### src/rtl/fft_output_reorder.sv
`default_nettype none
// ============================================================================
// Module   : fft_output_reorder
// Function : Captures a 16-bin FFT frame in one beat. Streams it out in natural
//            bin order, undoing the butterfly bit-reversal.
// Revision : 1.0 - initial release
// ============================================================================
module fft_output_reorder #(
    parameter int DW     = 32,
    parameter bit BITREV = 1'b1
) (
    input  logic             clk,
    input  logic             rst_n,
    input  logic             in_valid,
    output logic             in_ready,
    input  logic [16*DW-1:0] in_real,
    input  logic [16*DW-1:0] in_imag,
    output logic             out_valid,
    input  logic             out_ready,
    output logic [DW-1:0]    out_real,
    output logic [DW-1:0]    out_imag,
    output logic [3:0]       out_index,
    output logic             out_last,
    output logic             frame_done
);

    localparam logic [0:0] S_IDLE   = 1'b0;
    localparam logic [0:0] S_STREAM = 1'b1;

    logic [0:0]    r_state;
    logic [0:0]    w_state_nxt;
    logic [DW-1:0] r_bank_re [16];
    logic [DW-1:0] r_bank_im [16];
    logic [3:0]    r_cnt;
    logic          r_frame_done;
    logic [3:0]    w_rd_idx;
    logic          w_capture;
    logic          w_accept;
    logic          w_last_accept;

    generate
        if (BITREV) begin : g_bitrev
            assign w_rd_idx = {r_cnt[0], r_cnt[1], r_cnt[2], r_cnt[3]};
        end else begin : g_natural
            assign w_rd_idx = r_cnt;
        end
    endgenerate

    assign w_capture     = in_valid & in_ready;
    assign w_accept      = (r_state == S_STREAM) & out_ready;
    assign w_last_accept = w_accept & (r_cnt == 4'hF);
    assign frame_done    = r_frame_done;

    always_ff @(posedge clk or negedge rst_n) begin
        if (!rst_n) begin
            r_state <= S_IDLE;
        end else begin
            r_state <= w_state_nxt;
        end
    end

    always_comb begin
        w_state_nxt = r_state;
        case (r_state)
            S_IDLE:   if (w_capture) w_state_nxt = S_STREAM;
            S_STREAM: if (w_last_accept && !in_valid) w_state_nxt = S_IDLE;
            default:  w_state_nxt = S_IDLE;
        endcase
    end

    // in_ready in STREAM only opens while bin 15 is being accepted, so a new
    // frame lands exactly as the old one finishes.
    always_comb begin
        in_ready  = 1'b0;
        out_valid = 1'b0;
        out_index = 4'd0;
        out_last  = 1'b0;
        out_real  = '0;
        out_imag  = '0;
        case (r_state)
            S_IDLE: begin
                in_ready = 1'b1;
            end
            S_STREAM: begin
                out_valid = 1'b1;
                out_index = r_cnt;
                out_last  = (r_cnt == 4'hF);
                out_real  = r_bank_re[w_rd_idx];
                out_imag  = r_bank_im[w_rd_idx];
                in_ready  = (r_cnt == 4'hF) & out_ready;
            end
            default: begin
                in_ready = 1'b0;
            end
        endcase
    end

    always_ff @(posedge clk or negedge rst_n) begin
        if (!rst_n) begin
            for (int i = 0; i < 16; i++) begin
                r_bank_re[i] <= '0;
                r_bank_im[i] <= '0;
            end
            r_cnt        <= 4'd0;
            r_frame_done <= 1'b0;
        end else begin
            r_frame_done <= w_last_accept;
            if (w_capture) begin
                for (int i = 0; i < 16; i++) begin
                    r_bank_re[i] <= in_real[i*DW +: DW];
                    r_bank_im[i] <= in_imag[i*DW +: DW];
                end
                r_cnt <= 4'd0;
            end else if (w_accept) begin
                r_cnt <= r_cnt + 4'd1;
            end
        end
    end

endmodule
`default_nettype wire
### config.mk
export PLATFORM = sky130hd
export DESIGN_NAME = fft_output_reorder
export DESIGN_NICKNAME = d
export VERILOG_FILES = /design/src/rtl/fft_output_reorder.sv
export SDC_FILE = /design/constraint.sdc
export NUM_CORES = 1
export LEC_CHECK = 0
export CAP_MARGIN = 20
export CORE_AREA = 2 2 425 427
export CTS_CLUSTER_SIZE = 28
export DETAILED_ROUTE_END_ITERATION = 8
export DIE_AREA = 0 0 427 429
export MAX_ROUTING_LAYER = met4
export PLACE_DENSITY = 0.6
export SYNTH_ARGS = -nofsm -noshare
export SYNTH_HDL_FRONTEND = slang
export SYNTH_SLANG_ARGS = --single-unit
### constraint.sdc
create_clock -name clk -period 2.9 [get_ports clk]
set_clock_uncertainty 0.05 [all_clocks]
set_input_delay 0.58 -clock clk [delete_from_list [all_inputs] [get_ports clk]]
set_output_delay 0.58 -clock clk [all_outputs]
set_load 0.02 [all_outputs]
==> results.txt <==
outcome -> complete, but fails checks
failing checks -> negative setup slack
final core area utilization -> 40.09%
iteration-0 DRC count of the detailed router -> 2367
setup ws final -> -0.7795 ns
commonest non-fill, non-tap cell in the layout -> clkdlybuf4s50_1
ratio of cells with drive above 1 in the final layout -> 41.30%
PwrDens -> 1205 mW/mm^2
initial antenna violation count -> 103
critical path depth -> 11
Worst-path clk slew -> 0.06 ns
io pins -> 1100
# rows -> 155
clk_lat worst skew -> 0.78 ns
hold depth -> 2
flops & latches, synth -> 1030
Cells after Synth -> 3257
Slew Limit Fails -> 0
WS Path Type -> reg2out
post-synth top area cell -> dfrtp_1
syn_nets -> 4286
Worst Setup End Kind -> primary output
top layer in use -> met4
register area share after synthesis -> 54.94%
vias -> 34510
CP Launch Type -> flip-flop
metal2 WL -> 99240 um
Leak -> 0.02973 uW
CP arrival -> 3.05 ns
met3 WL -> 14420 um
Post-DP HPWL -> 162600 um
final count of negative-setup-slack endpoints -> 67
Least-Margin Pin Slew -> 0.6635 ns
RSZ-0062 raised after global routing -> yes
chip height -> 429 um
TritonCTS clock tree -> done
number of buffers added on ports -> 1099
CTS Sinks -> 1030
Routability Congestion -> 0.9421
Max-Cap Viols -> 0
commonest non-fill, non-tap cells in the layout -> clkdlybuf4s50_1, dfrtp_1, mux2_2
clk root buf -> clkbuf_16
Nets -> 5689
DR pass1 iterations -> 5
first-pass GRT wire length -> 288800 um
largest net degree at the start of global routing -> 83
CP max stage delay -> 0.50 ns
pre-CTS WS -> -0.5380 ns
die area -> 0.1832 mm^2
Crit-path slowest cell -> dfrtp_4
Via density -> 4.792
Fin. Hold Viols -> 0
Worst Reg-to-Reg Cells -> 13
worst-path cell chain -> buf_12 -> buf_12 -> buf_16 -> buf_12 -> buf_16 -> buf_8 -> mux2i_2 -> a22oi_1 -> nand2_1 -> o21ai_4 -> buf_6
Hold Path Class -> in2reg
synth warn -> 0
Syn Std Cell Area -> 0.04692 mm^2
Setup TNS Final -> -39.66 ns
VDD IR max -> 758.5 uV
CP required -> 2.27 ns
DR WL/cell -> 29.50 um
DRT antenna net count -> 0
Crit path top cell by count -> buf_12
Post-Route WL -> 212400 um
number of buffer and inverter stages on the critical path -> 7
f_max -> 271.8 MHz
slew margin rel. -> 55.77%
Residual DRC -> 0
Tmin final -> 3.680 ns
hold_ws -> 0.3517 ns
worst-path maximum fanout -> 7
Synth top area share -> 54.94%
CTS Buf Count -> 119
GRT Overall Usage -> 23.25%
Routed met1 length -> 92040 um
syn_area_per_cell -> 14.41 um^2
Initial Util -> 26.35%
Max Root-Sink Buffers -> 3
Core ar. -> 0.1780 mm^2
vias in the first global route -> 36320
Synth area leaders -> dfrtp_1, mux2_2, mux2i_1
period utilisation layout -> 126.9%
H-tree levels -> 3
Synth cell types -> 28
Die Width -> 427 um
synthesis-to-layout area growth -> 52.13%
CP top delay family -> buffers and inverters
GRT overflow -> 0
-- repair_timing --
item                                    4_1_cts  5_1_grt
hold endpoints to repair                     34        0
gates resized for setup                     576      155
endpoints found under the setup margin       70       66
buffers inserted                             62       33
hold buffers                                  1        0
gates cloned                                 31        4
pin swaps                                   152      125
-- sequential cells by signal, summed over array words and instances, names as in the netlist --
name        flops
r_cnt           4
r_bank_im     512
r_state         1
frame_done      1
r_bank_re     512
-- routing by layer --
metal  GRT usage, %  vias up
li1               -    14990
met1          30.00    18040
met2          35.08     1162
met3          5.629      306
met4          8.907        0
met5              -        -
-- power breakdown --
| part | total (uW) | leakage (uW) | internal [uW] | switching (uW) |
|---|---|---|---|---|
| combinational | 44000 | 0.0151 | 22800 | 21200 |
| clock | 15900 | 0.00201 | 9370 | 6520 |
| sequential | 26100 | 0.0126 | 21400 | 4700 |
| total | 86000 | 0.0297 | 53600 | 32400 |
-- path summary, 6_finish.rpt --
check                              from             end  slack (ns)
setup / recovery               r_cnt[3]    out_imag[14]       -0.78
hold / removal             in_real[142]  r_bank_re[366]        0.35
setup reg to reg               r_cnt[3]  r_bank_re[353]        0.07
hold reg to reg            r_bank_re[7]    r_bank_re[7]        0.45
max in group asynchronous         rst_n  r_bank_re[502]        1.37
min in group asynchronous         rst_n  r_bank_re[318]        0.39
-- synth_stat cells (all sizes together) --
library cell,instances
a21oi,1
nand3,45
and3,1
mux4,15
nand4,1
xor2,2
clkbuf,51
mux2,1024
o21ai,72
clkinv,1
nand2,76
and2,6
nor2,3
buf,191
nand2b,3
inv,1
o22ai,8
dfrtp,1030
a22oi,226
ha,1
mux2i,482
a221oi,15
nor2b,2
-- logic make-up (layout without fill, tap and decap cells) --
| group | Yosys count | in the layout | share of synthesized area, % |
|---|---|---|---|
| mux | 1521 | 1521 | 35.80 |
| flops | 1030 | 1030 | 54.94 |
| compound gates | 322 | 322 | 4.782 |
| buf+inv | 244 | 1740 | 3.131 |
| simple gates | 137 | 137 | 1.291 |
| xor+xnor | 2 | 2 | 0.03734 |
| fa+ha+maj | 1 | 1 | 0.02666 |
| other cells | 0 | 92 | 0 |
-- final cells by class --
type	instances	area (um^2)
clock buffer	180	3581
timing repair buffer	1524	17080
fill	16790	106700
antenna	92	230.2
multi-input combinational	1983	21230
sequential	1030	25780
clock inverter	34	511.7
inverter	2	15.01
tap	2355	2947
-- per-stage QoR --
| stage | cells | power [uW] | cell area [um^2] |
|---|---|---|---|
| finish | 7200 | 86010 | 71370 |
| global route | 7195 | 90050 | 71360 |
| CTS | 7091 | 85020 | 70440 |
| detailed placement | 6795 | 62200 | 63290 |
| global placement | 6793 | 61670 | 63280 |
| floorplan | 3257 | 42330 | 46920 |
Note: power is estimated with default switching activity, not from simulation.
